==> src/rtl/alu_issue.sv <==
// alu_issue: decode/forwarding issue stage with a two-entry skid buffer.
//
// Each accepted instruction is decoded into an ALU control code and its
// operands are resolved through the forwarding muxes at acceptance time.
// The resolved entry is then held in a main output register. A second entry
// can wait behind it in a skid register, so in_ready is a pure register
// output with no combinational path from out_ready.
//
// Ports:
//   clk                      rising-edge clock
//   reset                    synchronous reset, active-low
//   in_valid / in_ready      upstream handshake (in_ready is registered)
//   aluop, funct3, funct7b5, op5   decode fields
//   rd1, rd2, immext, alusrc regfile data, immediate, B-select (1 = imm)
//   forward_a, forward_b     00/11 regfile, 10 mem_result, 01 wb_result
//   mem_result, wb_result    forwarding sources
//   rd_in                    destination register tag
//   flush                    drop every held entry and the current input
//   out_valid / out_ready    downstream handshake
//   a, b, alucontrol, store_data, rd_out, illegal   issued entry
module alu_issue #(
  parameter int WIDTH = 32
) (
  input  logic             clk,
  input  logic             reset,
  input  logic             in_valid,
  output logic             in_ready,
  input  logic [1:0]       aluop,
  input  logic [2:0]       funct3,
  input  logic             funct7b5,
  input  logic             op5,
  input  logic [WIDTH-1:0] rd1,
  input  logic [WIDTH-1:0] rd2,
  input  logic [WIDTH-1:0] immext,
  input  logic             alusrc,
  input  logic [1:0]       forward_a,
  input  logic [1:0]       forward_b,
  input  logic [WIDTH-1:0] mem_result,
  input  logic [WIDTH-1:0] wb_result,
  input  logic [4:0]       rd_in,
  input  logic             flush,
  output logic             out_valid,
  input  logic             out_ready,
  output logic [WIDTH-1:0] a,
  output logic [WIDTH-1:0] b,
  output logic [2:0]       alucontrol,
  output logic [WIDTH-1:0] store_data,
  output logic [4:0]       rd_out,
  output logic             illegal
);

  typedef enum logic [1:0] {
    EMPTY = 2'b00,
    ONE   = 2'b01,
    FULL  = 2'b10
  } state_t;

  typedef struct packed {
    logic [WIDTH-1:0] a;
    logic [WIDTH-1:0] b;
    logic [WIDTH-1:0] store_data;
    logic [4:0]       rd;
    logic [2:0]       alucontrol;
    logic             illegal;
  } entry_t;

  // Returns {illegal, alucontrol}.
  function automatic logic [3:0] decode_op(input logic [1:0] op,
                                           input logic [2:0] f3,
                                           input logic       o5,
                                           input logic       f7b5);
    logic [3:0] r;
    r = 4'b1000;
    case (op)
      2'b00: r = 4'b0000;
      2'b01: r = 4'b0001;
      2'b10: begin
        case (f3)
          3'b000:  r = (o5 & f7b5) ? 4'b0001 : 4'b0000;
          3'b010:  r = 4'b0101;
          3'b110:  r = 4'b0011;
          3'b111:  r = 4'b0010;
          default: r = 4'b1000;
        endcase
      end
      default: r = 4'b1000;
    endcase
    return r;
  endfunction

  function automatic logic [WIDTH-1:0] fwd_sel(input logic [1:0]       sel,
                                               input logic [WIDTH-1:0] regv,
                                               input logic [WIDTH-1:0] memv,
                                               input logic [WIDTH-1:0] wbv);
    logic [WIDTH-1:0] r;
    case (sel)
      2'b10:   r = memv;
      2'b01:   r = wbv;
      default: r = regv;
    endcase
    return r;
  endfunction

  state_t     state;
  state_t     state_next;
  entry_t     main_q;
  entry_t     skid_q;
  entry_t     incoming;
  logic [3:0] dec;
  logic [WIDTH-1:0] fb;
  logic       in_xfer;
  logic       drain;
  logic       load_main;
  logic       load_skid;
  logic       move_skid;

  // Resolve the presented instruction into a complete entry.
  always_comb begin
    dec                 = decode_op(aluop, funct3, op5, funct7b5);
    fb                  = fwd_sel(forward_b, rd2, mem_result, wb_result);
    incoming.a          = fwd_sel(forward_a, rd1, mem_result, wb_result);
    incoming.b          = alusrc ? immext : fb;
    incoming.store_data = fb;
    incoming.rd         = rd_in;
    incoming.alucontrol = dec[2:0];
    incoming.illegal    = dec[3];
  end

  assign in_xfer = in_valid & in_ready;
  assign drain   = (state != EMPTY) & out_ready;

  // Occupancy next-state and register load selects.
  always_comb begin
    state_next = state;
    load_main  = 1'b0;
    load_skid  = 1'b0;
    move_skid  = 1'b0;
    if (flush) begin
      state_next = EMPTY;
    end else begin
      case (state)
        EMPTY: begin
          if (in_xfer) begin
            load_main  = 1'b1;
            state_next = ONE;
          end else begin
            state_next = EMPTY;
          end
        end
        ONE: begin
          if (drain) begin
            // Drain and refill in the same edge keeps occupancy at one.
            if (in_xfer) begin
              load_main  = 1'b1;
              state_next = ONE;
            end else begin
              state_next = EMPTY;
            end
          end else if (in_xfer) begin
            load_skid  = 1'b1;
            state_next = FULL;
          end else begin
            state_next = ONE;
          end
        end
        FULL: begin
          // in_ready is low here, so no input can arrive alongside the move.
          if (drain) begin
            move_skid  = 1'b1;
            state_next = ONE;
          end else begin
            state_next = FULL;
          end
        end
        default: state_next = EMPTY;
      endcase
    end
  end

  // State, handshake flags and payload registers.
  always_ff @(posedge clk) begin
    if (!reset) begin
      state     <= EMPTY;
      out_valid <= 1'b0;
      in_ready  <= 1'b1;
      main_q    <= '0;
      skid_q    <= '0;
    end else begin
      state     <= state_next;
      out_valid <= (state_next != EMPTY);
      in_ready  <= (state_next != FULL);
      if (load_main) begin
        main_q <= incoming;
      end else if (move_skid) begin
        main_q <= skid_q;
      end else begin
        main_q <= main_q;
      end
      if (load_skid) begin
        skid_q <= incoming;
      end else begin
        skid_q <= skid_q;
      end
    end
  end

  assign a          = main_q.a;
  assign b          = main_q.b;
  assign store_data = main_q.store_data;
  assign rd_out     = main_q.rd;
  assign alucontrol = main_q.alucontrol;
  assign illegal    = main_q.illegal;

endmodule
==> config.mk <==
export PLATFORM = sky130hd
export DESIGN_NAME = alu_issue
export DESIGN_NICKNAME = d
export VERILOG_FILES = /design/src/rtl/alu_issue.sv
export SDC_FILE = /design/constraint.sdc
export NUM_CORES = 1
export LEC_CHECK = 0
export ABC_CLOCK_PERIOD_IN_PS = 2700
export CAP_MARGIN = 20
export CORE_ASPECT_RATIO = 0.7
export CORE_MARGIN = 2
export CORE_UTILIZATION = 49
export DETAILED_ROUTE_END_ITERATION = 16
export GPL_ROUTABILITY_DRIVEN = 0
export PLACE_DENSITY = 0.91
export SYNTH_ARGS = -nofsm -noshare
export SYNTH_HDL_FRONTEND = slang
export SYNTH_SLANG_ARGS = --single-unit
==> constraint.sdc <==
create_clock -name clk -period 2.7 [get_ports clk]
set_input_delay 0.27 -clock clk [delete_from_list [all_inputs] [get_ports clk]]
set_output_delay 0.27 -clock clk [all_outputs]
set_load 0.01 [all_outputs]
==> results of run 1 <==
## through the flow
step,instance area [um^2],utilization [%],instances,power [mW]
2_1_floorplan,10400,-,1244,4.20
3_3_place_gp,13500,65.0,1721,4.98
3_5_place_dp,13500,65.2,1722,5.02
4_1_cts,14300,68.7,1761,8.13
5_1_grt,14300,68.8,1762,8.40
6_report,14300,68.8,1762,8.13
## worst paths after layout
path / startpoint / endpoint / cells past startpoint
worst max-delay path: state[1] / alucontrol[0] / 6
worst min-delay path: rd_in[4] / skid_q[8] / 3
worst max register to register: state[1] / alucontrol[0] / 6
worst min register to register: skid_q[32] / skid_q[32] / 2
## kinds of logic (layout without fill, tap and decap cells)
group	after synthesis	after routing	share of synthesized area (%)
other	0	1	0
AOI/OAI and AO/OA	460	460	32.5
buffers and inverters	236	477	9.15
and+or+nand+nor	328	328	16.3
DFF	214	214	41.4
adders and majority gates	6	6	0.725
## power by group
group / switching, mW / total [mW] / leakage, nW / internal, mW
sequential: 0.0889 / 3.39 / 1.74 / 3.30
combinational: 0.834 / 1.60 / 2.89 / 0.766
clock: 1.31 / 3.15 / 0.360 / 1.83
## sequential cells by signal, summed over array words and instances, names as in the netlist
name and flops:
skid_q 105, illegal 1, b 32, rd_out 5, out_valid 1, alucontrol 3
state 2, in_ready 1, store_data 32, a 32
## Yosys cell counts, types with 3 or more instances
cell,instances
nand2_1,113
dfxtp_1,214
a31oi_1,33
buf_2,25
clkbuf_1,88
ha_1,6
nand2b_1,66
a221oi_1,72
buf_6,4
a221o_1,63
o221ai_2,30
nand3_1,98
and2_1,33
o21ai_0,108
a21oi_1,107
inv_1,117
and3b_1,3
a211oi_1,31
## placed cells by master (no fill, tap or decap), types with 63 or more instances in the layout
master	Yosys	routed
clkdlybuf4s50_1	0	287
dfxtp_1	214	214
inv_1	117	116
nand2_1	113	113
o21ai_0	108	108
a21oi_1	107	106
nand3_1	98	98
a221oi_1	72	72
nand2b_1	66	66
a221o_1	63	63
## cell type report
type                    instances  area, um^2
fillers                      1592        6480
multi-input cells             794        5190
flip-flops and latches        214        4280
repair buffers                321        3270
clock buffers                  28         624
inverters                     117         439
well taps                     276         345
clock inverters                11         116
diodes                          1        2.50
## routing by layer
| metal | up-vias | track usage (%) |
|---|---|---|
| li1 | 5004 | - |
| met1 | 5205 | 43.7 |
| met2 | 818 | 53.3 |
| met3 | 133 | 7.28 |
| met4 | 2 | 15.3 |
| met5 | - | 0 |
## worst min-delay path, stage by stage
cell,delay [ps]
clkdlybuf4s50_1,420
nand2_1,60
a21oi_1,50
==> key figures, run 1 <==
Outcome
  • Outcome: finished, final reports clean

Global route
  • Pin count of the biggest net entering global routing: 140
  • Total global routing track utilization: 33.6%
  • Antenna violations before repair: 2
  • Total global routing overflow: 0
  • Via count of the first global-routing pass: 10800
  • Wire length of the first global-routing pass: between 50 and 60 mm

Critical path
  • Kind of start point of the critical path: register
  • Worst-path cell chain: o21ai_0 -> inv_1 -> ha_1 -> and4bb_1 -> a2111oi_0 -> a311oi_1
  • Critical path data required time: 3040 ps
  • Worst Setup Path Type: register to register
  • Reg2Reg Setup Slack: 410 ps
  • Total buffers and inverters traversed by the critical path: 1
  • Delay of the slowest critical-path stage: 750 ps
  • Peak fanout along the critical path: 14
  • Worst path top cell family by delay: compound AO/OA/AOI/OAI gates
  • CP Capture Type: register
  • Data arrival time of the worst path: 2630 ps
  • Worst-path cell with the longest stage delay: a2111oi_0

Route
  • Post-detailed-routing wire length: between 30 and 40 mm
  • Met2 Routed Length: 17.5 mm
  • First-pass DRT Iterations: 5
  • Highest routed layer: met5
  • Number of routed nets with antenna violations: 0
  • Post-route DRC: 0
  • Drt initial violations: 1303
  • Routed met3 length: 4.49 mm
  • Post-route met1 wirelength: 14.9 mm
  • Number of vias after detailed routing: around 11000
  • Drt wl/cell: 21.9 um
  • Drt via density: around 6.3

Synthesis
  • Main synth FF type: dfxtp_1
  • Synth cell types: 42
  • Mean Syn Cell Area: 8.32 um^2
  • Number of enable flip-flop cells after synthesis: 0
  • Number of warnings printed during yosys synthesis: 0
  • Synth Register Bits: 214
  • Post-synthesis instance total: 1244
  • Largest cells by area after synthesis: dfxtp_1, a221o_1, a221oi_1
  • Share of synthesized area occupied by flip-flops and latches: slightly above 40%
  • Synthesized area: 0.0104 mm^2
  • Async SR Flop Fraction: 0%
  • Post-synth top area share: 41.4%
  • Net count after synthesis: around 1400
  • Post-synthesis cell type with the largest combined area: dfxtp_1

Clock tree
  • Clock tree buffer depth: 3
  • Total number of H-tree levels: 1
  • Number of clock sinks: between 200 and 250
  • CTS Root Cell: clkbuf_16
  • CTS Buf Count: 22
  • Total setup buffers inserted after CTS: 0
  • Clock Pin Slew Worst Setup and Hold Paths: 60 ps
  • TritonCTS clock tree: yes
  • Clock insertion delay at the later pin of the skew report: 510 ps
  • CTS hold repair buffers: 0
  • Total of cells resized after clock tree synthesis: 0

Timing
  • Number of pins exceeding their max-slew limit in the final report: 0
  • Worst Clk Skew: 14.6 ps
  • Slew @ Worst Pin: 817 ps
  • Slew HR: 44.1%
  • Final cycle utilization of the critical path: 84.7%
  • Hold Slack: ~350 ps
  • Crit path setup slack, layout: around 400 ps
  • Number of setup violations in the final report: 0
  • TNS Setup: 0 ps
  • Final worst path period need: 2290 ps
  • Setup repair after global routing missed its margin: false
  • Highest clock frequency the design can meet: about 0.44 GHz
  • Number of hold-slack violations in the final timing report: 0

Place
  • Placement-stage worst setup slack: 320 ps
  • Half-perimeter wire length after detailed placement: 26.0 mm
  • Number of buffers inserted by port buffering: 288

Cells and area
  • Final net count: 1658
  • Fraction of layout instances using a drive strength above 1: 7.61%
  • Layout overhead on the synthesized area: 37.8%

Die
  • Area of the placeable core: 0.0208 mm^2
  • I/O pin total: approximately 290
  • Height of the die: about 130 um
  • DIE AREA: 0.0223 mm^2
  • Number of rows in the core area: 44
  • Initial cell density of the core: about half
  • DIE WIDTH: 178 um

Power and ir drop
  • Power per standard cell area: 570 mW/mm^2
  • Static Leak: 4.99 nW
  • Worst vdd ir: 0.402 mV

Hold path
  • Path type of the worst min-delay path: input pin to register

Run
  • Max-Cap Viols: 0
No activity file was read; power rests on OpenSTA's default activity.
==> run 2: changes to the inputs <==
ABC_CLOCK_PERIOD_IN_PS = 2000   (was 2700)
CORE_UTILIZATION = 44   (was 49)
PLACE_DENSITY = 0.87   (was 0.91)
clock period = 2 ns   (was 2.7 ns; I/O delays follow)
==> key figures, run 2 (synthesis results as in run 1) <==
Outcome
  • Outcome: finished, final reports clean

Route
  • Number of vias after detailed routing: 11500
  • Number of routed nets with antenna violations: 0
  • Drt wl/cell: 21.1 um
  • Post-detailed-routing wire length: roughly 40 mm
  • Drt via density: a little over 6
  • First-pass DRT Iterations: 8
  • Post-route DRC: 0
  • Drt initial violations: roughly 1200

Timing
  • Number of setup violations in the final report: 0
  • Crit path setup slack, layout: around 0.21 ps
  • TNS Setup: 0 ps
  • Slew @ Worst Pin: 561 ps
  • Number of pins exceeding their max-slew limit in the final report: 0
  • Final worst path period need: 2000 ps
  • Highest clock frequency the design can meet: 0.500 GHz
  • Final cycle utilization of the critical path: 100%
  • Setup repair after global routing missed its margin: true
  • Number of hold-slack violations in the final timing report: 0
  • Slew HR: 62.6%
  • Worst Clk Skew: ~10 ps

Die
  • DIE WIDTH: 187 um
  • Height of the die: 132 um
  • DIE AREA: 0.0248 mm^2
  • Number of rows in the core area: 46
  • Initial cell density of the core: 45.3%
  • I/O pin total: 289
  • Area of the placeable core: 0.0228 mm^2

Clock tree
  • Clock tree buffer depth: 3
  • Clock Pin Slew Worst Setup and Hold Paths: 60 ps
  • CTS hold repair buffers: 0
  • CTS Buf Count: 22
  • CTS Root Cell: clkbuf_16
  • TritonCTS clock tree: yes
  • Total number of H-tree levels: 1
  • Number of clock sinks: 214
  • Clock insertion delay at the later pin of the skew report: 510 ps

Critical path
  • CP Capture Type: register
  • Delay of the slowest critical-path stage: 550 ps
  • Kind of start point of the critical path: register
  • Reg2Reg Setup Slack: 0.2 ps
  • Peak fanout along the critical path: 8
  • Critical path data required time: 2420 ps
  • Data arrival time of the worst path: 2420 ps
  • Worst-path cell with the longest stage delay: a2111o_2
  • Worst Setup Path Type: register to register
  • Worst-path cell chain: o21ai_2 -> inv_2 -> ha_4 -> and4bb_2 -> a2111o_2 -> buf_8 -> o221ai_2
  • Origin of the critical flop-to-flop path: state[0]
  • Beginning of the critical path: state[0]

Global route
  • Wire length of the first global-routing pass: 61.1 mm
  • Pin count of the biggest net entering global routing: 72
  • Antenna violations before repair: 4
  • Total global routing overflow: 0
  • Total global routing track utilization: 30.7%
  • Via count of the first global-routing pass: roughly 11000

Power and ir drop
  • Power per standard cell area: approximately 760 mW/mm^2
  • Worst vdd ir: 0.581 mV
  • Static Leak: 5.49 nW

Cells and area
  • Layout overhead on the synthesized area: 47.0%
  • Register with the highest flop count: skid_q
  • Top library cells by usage in the layout, fill and taps aside: clkdlybuf4s50_1, dfxtp_1, inv_1
  • Fraction of layout instances using a drive strength above 1: 13.1%
  • Commonest non-fill, non-tap cell in the layout: clkdlybuf4s50_1
  • Final cell count without fillers: 1886
  • Post-route cell area: 0.0152 mm^2
  • Fillers: approximately 1800
  • Final net count: approximately 1700
  • Max reg flops: 105
  • Layout Utilization: 66.6%

Run
  • Max-Cap Viols: 0

Hold path
  • Path type of the worst min-delay path: input pin to register
  • Launch instance of the worst min-delay path: reset

Place
  • Cell count after placement: roughly 1800
  • Number of buffers inserted by port buffering: 288
  • Total cell area at the placement stage: 0.0143 mm^2
  • Half-perimeter wire length after detailed placement: 27.4 mm
  • Placement-stage worst setup slack: -287 ps
[run 2: cell count changes in the layout (fill, tap and decap cells not counted), sizes merged]
cell and change:
buf +85, clkbuf +6, clkinv -4, bufinv +2, clkinvlp -2, diode +1
[run 2: per-stage QoR]
step | hold slack [ps] | power, mW
6_report | 131 | 11.6
5_1_grt | 134 | 12.0
4_1_cts | 117 | 11.6
3_5_place_dp | 443 | 7.01
3_3_place_gp | 438 | 6.95
2_1_floorplan | 304 | 5.67
[run 2: timing repair]
item,4_1_cts,5_1_grt
resized for setup,3,10
gates cloned,0,3
pin swaps,0,3
setup buffers,0,1
endpoints found under the hold margin,0,0
endpoints found under the setup margin,61,75
[run 2: report_power, final]
group	internal, mW	switching [mW]
Combinational	1.24	1.20
Sequential	4.45	0.114
Clock	2.83	1.76
Total	8.53	3.07
[run 2: critical path, delay by kind of cell, from the launching register on]
kind | cells | cell delay, ps
flip-flops | 1 | 320
buffers and inverters | 2 | 270
AND/OR/NAND/NOR | 1 | 260
adder cells (fa/ha/maj) | 1 | 170
AO/OA/AOI/OAI | 3 | 890
[run 2: final timing paths]
kind | to | cells past startpoint
worst max register to register | b[25] | 7
worst max-delay path | b[25] | 7
worst min-delay path | skid_q[64] | 3
worst min register to register | a[0] | 2
[run 2: layout make-up]
class,count,area [um^2],area share [%]
inverter,117,439,2.89
sequential,214,4290,28.2
clock inverter,7,138,0.904
antenna,2,5.00,0.0329
clock buffer,32,669,4.40
multi-input combinational,794,5230,34.3
tap,312,390,2.56
timing repair buffer,408,4070,26.7
[run 2: per-layer routing]
metal  vias up  global-route usage, %  routed length, um
met5         -                      0                 27
met4         4                   10.6               1360
met3       107                   7.29               4450
met2       765                   51.8              18700
met1      5481                   38.4              15300
li1       5170                      -                  -
==> run 3: changes to the inputs <==
SKIP_CTS_REPAIR_TIMING = 1   (was not set)
==> key figures, run 3 (synthesis results as in run 1) <==
Route
  • Number of vias after detailed routing: 11400
  • Number of routed nets with antenna violations: 0
  • Post-detailed-routing wire length: 39.8 mm
  • Drt wl/cell: 21.1 um
  • Post-route DRC: 0
  • Drt via density: 6.07
  • Drt initial violations: 1176
  • First-pass DRT Iterations: 6

Timing
  • Slew @ Worst Pin: 570 ps
  • Number of pins exceeding their max-slew limit in the final report: 0
  • TNS Setup: 0 ps
  • Highest clock frequency the design can meet: between 0.5 and 0.6 GHz
  • Final cycle utilization of the critical path: 98.7%
  • Worst Clk Skew: 9.40 ps
  • Final worst path period need: 1970 ps
  • Slew HR: 62.0%
  • Number of hold-slack violations in the final timing report: 0
  • Hold Slack: roughly 130 ps
  • Setup repair after global routing missed its margin: true
  • Number of setup violations in the final report: 0

Critical path
  • CP Capture Type: register
  • Kind of start point of the critical path: register
  • Data arrival time of the worst path: 2400 ps
  • Worst Setup Path Type: register to register
  • Reg2Reg Setup Slack: ~25 ps
  • Worst-path cell chain: o21ai_2 -> inv_2 -> ha_4 -> and4bb_2 -> a2111o_2 -> buf_8 -> o221ai_2
  • Peak fanout along the critical path: 8
  • Delay of the slowest critical-path stage: 550 ps
  • Worst-path cell with the longest stage delay: a2111o_2
  • Critical path data required time: 2420 ps

Global route
  • Total global routing overflow: 0
  • Antenna violations before repair: 4
  • Pin count of the biggest net entering global routing: about 70
  • Wire length of the first global-routing pass: a little over 60 mm
  • Total global routing track utilization: between 30% and 40%
  • Via count of the first global-routing pass: 11000

Clock tree
  • TritonCTS clock tree: yes
  • CTS Root Cell: clkbuf_16
  • CTS Buf Count: 22
  • Clock insertion delay at the later pin of the skew report: between 500 and 600 ps
  • Clock tree buffer depth: 3
  • Clock Pin Slew Worst Setup and Hold Paths: 60 ps
  • Total number of H-tree levels: 1
  • Number of clock sinks: 214

Cells and area
  • Final net count: 1745
  • Fraction of layout instances using a drive strength above 1: 13.0%
  • Max reg flops: between 100 and 150
  • Top library cells by usage in the layout, fill and taps aside: clkdlybuf4s50_1, dfxtp_1, inv_1
  • Register with the highest flop count: skid_q
  • Commonest non-fill, non-tap cell in the layout: clkdlybuf4s50_1
  • Post-route cell area: 0.0152 mm^2
  • Layout overhead on the synthesized area: 46.9%

Die
  • Height of the die: 132 um
  • DIE AREA: about 0.025 mm^2
  • I/O pin total: 289
  • Area of the placeable core: 0.0228 mm^2
  • Number of rows in the core area: 46
  • Initial cell density of the core: between 40% and 50%
  • DIE WIDTH: 187 um

Run
  • Max-Cap Viols: 0

Power and ir drop
  • Static Leak: 5.49 nW
  • Post-route total power: 11.6 mW
  • Worst vdd ir: 0.581 mV
  • Power per standard cell area: 764 mW/mm^2

Place
  • Half-perimeter wire length after detailed placement: 27.4 mm
  • Total cell area at the placement stage: 0.0143 mm^2
  • Number of buffers inserted by port buffering: 288

Hold path
  • Path type of the worst min-delay path: input pin to register

Outcome
  • Outcome: finished, final reports clean
-- run 3: worst paths after layout --
| kind | startpoint | to | cells past startpoint |
|---|---|---|---|
| worst max register to register | state[0] | b[25] | 7 |
| worst max-delay path | state[0] | b[25] | 7 |
| worst min register to register | a[0] | a[0] | 2 |
| worst min-delay path | reset | skid_q[64] | 3 |
-- run 3: layout make-up --
| type | count | area [um^2] |
|---|---|---|
| Inverter | 117 | 439 |
| Multi-Input combinational cell | 794 | 5220 |
| Timing Repair Buffer | 408 | 4070 |
| Antenna cell | 2 | 5.00 |
| Tap cell | 312 | 390 |
| Clock inverter | 7 | 138 |
| Fill cell | 1822 | 7640 |
| Clock buffer | 32 | 669 |
| Sequential cell | 214 | 4290 |
-- run 3: per-stage QoR --
step           cells  util (%)  setup slack [ps]
2_1_floorplan   1244         -              12.1
3_3_place_gp    1841      62.5              -215
3_5_place_dp    1841      62.5              -287
4_1_cts         1880      66.1             -94.3
5_1_grt         1885      66.6             -34.8
6_report        1886      66.6              25.0
-- run 3: worst max-delay path, delay by kind of cell (launching register included) --
| kind | cells | cell delay, ps |
|---|---|---|
| AND/OR/NAND/NOR | 1 | 260 |
| flip-flops | 1 | 320 |
| buffers and inverters | 2 | 260 |
| AO/OA/AOI/OAI | 3 | 870 |
| adder cells (fa/ha/maj) | 1 | 170 |
-- run 3: power breakdown --
part / leakage (nW) / total (mW) / switching, mW / internal (mW)
clock: 0.395 / 4.61 / 1.78 / 2.83
sequential: 1.74 / 4.57 / 0.114 / 4.45
combinational: 3.35 / 2.44 / 1.20 / 1.24
-- run 3: metal layers --
metal  part of all wire (%)  global-route usage [%]
met5                  0.068                       0
met4                    3.2                    10.6
met3                     11                    7.29
met2                     47                    51.8
met1                     38                    38.4
